File: src/rtl/uart_tx_cfg.sv
// Runtime-configurable UART transmitter: 5..DATA_W data bits, none/even/odd parity,
// 1 or 2 stop bits, with a one-entry holding register so frames can go out back-to-back.
module uart_tx_cfg #(
  parameter int unsigned SAMPLE = 16,
  parameter int unsigned DATA_W = 8
) (
  input  logic              clk,
  input  logic              rst,
  input  logic              baud_en,
  input  logic [DATA_W-1:0] tx_data,
  input  logic              tx_valid,
  output logic              tx_ready,
  input  logic [3:0]        cfg_nbits,
  input  logic [1:0]        cfg_parity,
  input  logic              cfg_stop,
  output logic              tx_busy,
  output logic              frame_done,
  output logic              tx
);

  localparam int unsigned CNT_W = (SAMPLE > 2) ? $clog2(SAMPLE) : 1;
  localparam int unsigned NB_W  = 4;
  localparam logic [CNT_W-1:0] CNT_LAST = CNT_W'(SAMPLE - 1);
  localparam logic [NB_W-1:0]  NB_MIN   = NB_W'(5);
  localparam logic [NB_W-1:0]  NB_MAX   = NB_W'(DATA_W);

  typedef enum logic [2:0] {
    S_IDLE   = 3'd0,
    S_START  = 3'd1,
    S_DATA   = 3'd2,
    S_PARITY = 3'd3,
    S_STOP   = 3'd4
  } state_t;

  state_t state, state_nxt;

  // Holding register (one word plus its frame config)
  logic              hold_full;
  logic [DATA_W-1:0] hold_data;
  logic [NB_W-1:0]   hold_nbits;
  logic              hold_par_en;
  logic              hold_par_bit;
  logic              hold_stop2;

  // Active frame
  logic [DATA_W-1:0] shreg, shreg_nxt;
  logic [NB_W-1:0]   f_nbits;
  logic              f_par_en;
  logic              f_par_bit;
  logic              f_stop2;
  logic [CNT_W-1:0]  cnt;
  logic [NB_W-1:0]   bit_idx;

  logic              accept;
  logic              bit_end;
  logic              last_data;
  logic              last_stop;
  logic              frame_end;
  logic              load;
  logic [NB_W-1:0]   nbits_clamp;
  logic [DATA_W-1:0] data_mask;
  logic [DATA_W-1:0] data_masked;
  logic              tx_nxt;
  logic              busy_nxt;
  logic              done_nxt;

  assign tx_ready  = ~hold_full;
  assign accept    = tx_valid & ~hold_full;
  assign bit_end   = baud_en & (cnt == CNT_LAST);
  assign last_data = (bit_idx == (f_nbits - NB_W'(1)));
  assign last_stop = (bit_idx == NB_W'(f_stop2));
  assign frame_end = (state == S_STOP) & bit_end & last_stop;
  assign load      = hold_full & ((state == S_IDLE) | frame_end);

  // Clamp requested length and drop data bits beyond it
  always_comb begin
    nbits_clamp = cfg_nbits;
    if (cfg_nbits < NB_MIN) begin
      nbits_clamp = NB_MIN;
    end else if (cfg_nbits > NB_MAX) begin
      nbits_clamp = NB_MAX;
    end
    data_mask = '0;
    for (int i = 0; i < int'(DATA_W); i++) begin
      data_mask[i] = (NB_W'(i) < nbits_clamp);
    end
  end

  assign data_masked = tx_data & data_mask;

  always_comb begin
    shreg_nxt = shreg;
    if (load) begin
      shreg_nxt = hold_data;
    end else if ((state == S_DATA) && bit_end) begin
      shreg_nxt = shreg >> 1;
    end
  end

  // State register
  always_ff @(posedge clk) begin
    if (rst) begin
      state <= S_IDLE;
    end else begin
      state <= state_nxt;
    end
  end

  // Next-state logic
  always_comb begin
    state_nxt = state;
    case (state)
      S_IDLE:   if (hold_full) state_nxt = S_START;
      S_START:  if (bit_end) state_nxt = S_DATA;
      S_DATA:   if (bit_end && last_data) state_nxt = f_par_en ? S_PARITY : S_STOP;
      S_PARITY: if (bit_end) state_nxt = S_STOP;
      S_STOP:   if (frame_end) state_nxt = hold_full ? S_START : S_IDLE;
      default:  state_nxt = S_IDLE;
    endcase
  end

  // Output logic, evaluated against the upcoming state so tx can be registered
  always_comb begin
    tx_nxt   = 1'b1;
    busy_nxt = (state_nxt != S_IDLE);
    done_nxt = frame_end;
    case (state_nxt)
      S_START:  tx_nxt = 1'b0;
      S_DATA:   tx_nxt = shreg_nxt[0];
      S_PARITY: tx_nxt = f_par_bit;
      default:  tx_nxt = 1'b1;
    endcase
  end

  always_ff @(posedge clk) begin
    if (rst) begin
      tx         <= 1'b1;
      tx_busy    <= 1'b0;
      frame_done <= 1'b0;
    end else begin
      tx         <= tx_nxt;
      tx_busy    <= busy_nxt;
      frame_done <= done_nxt;
    end
  end

  // Holding register, frame config, bit timing
  always_ff @(posedge clk) begin
    if (rst) begin
      hold_full    <= 1'b0;
      hold_data    <= '0;
      hold_nbits   <= NB_MIN;
      hold_par_en  <= 1'b0;
      hold_par_bit <= 1'b0;
      hold_stop2   <= 1'b0;
      shreg        <= '0;
      f_nbits      <= NB_MIN;
      f_par_en     <= 1'b0;
      f_par_bit    <= 1'b0;
      f_stop2      <= 1'b0;
      cnt          <= '0;
      bit_idx      <= '0;
    end else begin
      if (accept) begin
        hold_full    <= 1'b1;
        hold_data    <= data_masked;
        hold_nbits   <= nbits_clamp;
        hold_par_en  <= cfg_parity[0] ^ cfg_parity[1];
        hold_par_bit <= (^data_masked) ^ cfg_parity[1];
        hold_stop2   <= cfg_stop;
      end else if (load) begin
        hold_full <= 1'b0;
      end

      shreg <= shreg_nxt;

      if (load) begin
        f_nbits   <= hold_nbits;
        f_par_en  <= hold_par_en;
        f_par_bit <= hold_par_bit;
        f_stop2   <= hold_stop2;
      end

      if (load || (state == S_IDLE)) begin
        cnt <= '0;
      end else if (baud_en) begin
        cnt <= bit_end ? '0 : cnt + CNT_W'(1);
      end

      // Indexes data bits in DATA and stop bits in STOP
      if (load || (state_nxt != state)) begin
        bit_idx <= '0;
      end else if (bit_end && ((state == S_DATA) || (state == S_STOP))) begin
        bit_idx <= bit_idx + NB_W'(1);
      end
    end
  end

endmodule

File: config.mk
export PLATFORM = sky130hd
export DESIGN_NAME = uart_tx_cfg
export DESIGN_NICKNAME = d
export VERILOG_FILES = /design/src/rtl/uart_tx_cfg.sv
export SDC_FILE = /design/constraint.sdc
export NUM_CORES = 1
export LEC_CHECK = 0
export BUFFER_PORTS_ARGS = -buffer_cell sky130_fd_sc_hd__buf_2
export CAP_MARGIN = 10
export CORE_MARGIN = 2
export CORE_UTILIZATION = 52
export CTS_CLUSTER_DIAMETER = 120
export CTS_CLUSTER_SIZE = 24
export DETAILED_ROUTE_END_ITERATION = 6
export GPL_TIMING_DRIVEN = 0
export PLACE_DENSITY = 0.75
export REMOVE_ABC_BUFFERS = 1
export SKIP_CTS_REPAIR_TIMING = 1
export SLEW_MARGIN = 5
export SYNTH_ARGS = -nofsm -noshare
export SYNTH_HDL_FRONTEND = slang
export SYNTH_SLANG_ARGS = --single-unit
File: constraint.sdc
create_clock -name clk -period 1.75 [get_ports clk]
set_input_delay 0.2625 -clock clk [delete_from_list [all_inputs] [get_ports clk]]
set_output_delay 0.2625 -clock clk [all_outputs]
set_load 0.05 [all_outputs]
==> flow_metrics.tcl <==
set metrics [dict create \
    fin_cells 328 \
    vias 1801 \
    antenna_left 0 \
    layout.nets 299 \
    hpwl_um 2810 \
    worst_ep_arrival_time_ns 2.08 \
    finalPower_w 0.00224 \
    cts.sinks 45 \
    synth_top_family_by_area "simple AND/OR/NAND/NOR gates" \
    period_minus_slack_ns 1.90 \
    die_area_mm2 0.00461 \
    fillCellCount 327 \
    worstMarginPinSlew_ns 0.707 \
    drc 0 \
    fmax_mhz 526 \
    synth-xor-area-share_pct 8.48 \
    grtUsageMet2_pct 31.7 \
    met1_usage_pct 23.8 \
    fin_ws_ns -0.150 \
    reg2reg_depth 5 \
    drv_slew 0 \
    insertion_delay_ns 0.30 \
    violations "negative setup slack" \
    syn_area_per_cell_um2 8.40 \
    maxCapViolations 0 \
    skew_ns 0.00587 \
    ys_ff_latch 45 \
    cp-start-kind "flop" \
    place_inst 311 \
    synthSimpleGateAreaFrac_pct 22.4 \
    critPathSlowestCell "or3_4" \
    path_clk_slew_ns 0.09 \
    synth.distinct_cells 42 \
    grt_pass1_vias 1542 \
    gp_congestion 0.842 \
    crit_chain "or3_4, or3_4, a21o_4, mux2i_2, a32oi_1" \
    path_buf_inv 0 \
    crit_path_max_incr_delay_ns 0.45 \
    area_growth_pct 26.0 \
    clockBufferDepth 2 \
    reg2reg_slack_ns -0.15 \
    portBuffers 22 \
    synth_fa_ha_area_share_pct 1.77 \
    status "finished, violations left" \
    grt_max_degree 36 \
    synth_area_leaders "dfxtp_1, nand2_1, a21oi_1, xnor2_1, mux2i_1" \
    grt_use_met3_pct 5.59 \
    grt_use_total_pct 19.3 \
    viasPerCell 5.49 \
    io_pins 23 \
    cts_tree "built" \
    routedWlPerCell_um 14.1 \
    synth_cells 253 \
    cp_num_cells 5 \
    critPathKind "flop to flop" \
    rows 23 \
    worstPathRequired_ns 1.93 \
    path_delay_family "simple AND/OR/NAND/NOR gates" \
    critical_path.max_fanout 6 \
    cp-end-kind "flop" \
    max-vdd-ir-drop_mv 0.590 \
    start_util_pct 53.5 \
    setup_viol 26 \
    synth_seq_area_share_pct 42.4 \
    chipHeight_um 67.9 \
    grt_busiest_layer "met2" \
    grt_pass1_wl_um 6710 \
    fin_util_pct 67.4 \
    die_w_um 67.9 \
    firstDrtPassIters 4 \
    core_mm2 0.00397 \
    min_path_type "input pin to flop" \
    cts_root_buf "clkbuf_8" \
    htreeDepth 2 \
    antenna_found_initial 0 \
    n_antenna_cell 0 \
    p_leak_nw 1.02 \
    synth_top_area_share_pct 42.4 \
    drt_iter0_markers 85 \
    holdPathStages 3 \
    cpMostUsedCell "or3_4" \
    grt_setup_unrepaired "true" \
    synth_compound_area_share_pct 14.8 \
    yosysWarnings 0 \
    drt_wl_total_um 4610 \
    pwr_density_cell_mw_per_mm2 837 \
    hold_viol_final 0 \
    synth_area_mm2 0.00212 \
    grt_overflow 0 \
    drive_gt1_share_pct 29.9 \
    synth_mux_area_share_pct 5.77 \
    period_share_pct 109 \
    yosys.area.top_type "dfxtp_1" \
    slew_headroom_pct 52.9 \
    cts_buffers 5 \
]
==> layout make-up <==
class | instances | area [um2] | share of cell area (%)
Multi-Input combinational cell | 190 | 1370 | 51.0
Sequential cell | 45 | 920 | 34.3
Timing Repair Buffer | 29 | 191 | 7.15
Clock buffer | 5 | 68.8 | 2.57
Tap cell | 50 | 62.6 | 2.34
Clock inverter | 3 | 46.3 | 1.73
Inverter | 6 | 22.5 | 0.841
==> worst paths after layout <==
check / start / endpoint
setup reg to reg: bit_idx[1] / tx
setup / recovery: bit_idx[1] / tx
hold reg to reg: hold_nbits[1] / f_nbits[1]
hold / removal: cfg_stop / hold_stop2
==> where the power goes <==
group / switching [W] / leakage (nW) / internal, W
Sequential: 0.0000359 / 0.371 / 0.00107
Clock: 0.000372 / 0.0543 / 0.000427
Combinational: 0.000192 / 0.598 / 0.000145
Total: 0.000599 / 1.02 / 0.00164
==> registers in the layout, indices dropped and copies added (netlist names) <==
name          cells
hold_par_bit      1
hold_nbits        4
hold_par_en       1
hold_data         8
tx_busy           1
shreg             8
f_par_bit         1
hold_full         1
cnt               4
tx                1
bit_idx           4
f_nbits           4
frame_done        1
f_stop2           1
f_par_en          1
state             3
hold_stop2        1
==> worst min-delay path, delay by kind of cell <==
kind	cells	cell delay (ns)
AO/OA/AOI/OAI	1	0.05
buffers and inverters	1	0.10
AND/OR/NAND/NOR	1	0.04
==> metal layers <==
metal	part of all wire, %	vias to the layer above
li1	-	936
met1	46	815
met2	49	41
met3	3.8	9
met4	1.6	0
met5	0	-
==> cell families after synthesis <==
group / count (synthesis)
compound gates: 51
flops: 45
mux: 12
simple gates: 103
xor+xnor: 19
buf+inv: 20
fa+ha+maj: 3
==> cell usage after synthesis, drive strengths merged <==
library cell  number
o22ai              1
a211oi             8
buf                5
or4                1
o31ai              1
and4               2
nor4               2
xnor3              1
mux2               2
o32ai              1
nor3b              1
nor4b              1
a31oi              2
o21ai              6
clkbuf             9
nand2             44
a21oi             23
o211ai             2
a32oi              1
a41oi              1
nor2              24
or3b               1
dfxtp             45
nand3b             1
nand2b             2
nor2b              1
nand4              3
ha                 3
xnor2             13
nand3              7
and2               2
or3                4
nor3               7
o41a               1
a21o               3
xor2               5
o31a               1
inv                6
mux2i             10
==> metrics by stage <==
stage          hold slack [ns]  TNS [ns]  instance area (um2)  setup slack [ns]
2_1_floorplan            0.332     -4.39                 2050            -0.381
3_3_place_gp             0.439    -13.52                 2230            -0.863
3_5_place_dp             0.447    -13.60                 2230            -0.839
4_1_cts                  0.194    -14.44                 2340            -0.873
5_1_grt                  0.193     -3.66                 2680            -0.199
6_report                 0.196     -2.15                 2680            -0.150
==> cell usage in the layout (no fill, tap or decap), types with 4 or more instances in the layout <==
master	n
clkbuf_8	5
buf_4	4
a211oi_1	5
dfxtp_1	38
nand2_2	5
nor3_1	6
nand2_1	38
inv_1	6
mux2i_1	9
xnor2_1	11
buf_2	22
a21oi_1	20
nand3_1	6
dfxtp_4	4
o21ai_0	6
xor2_1	4
nor2_1	20
Power figures use the tool's default switching activity.
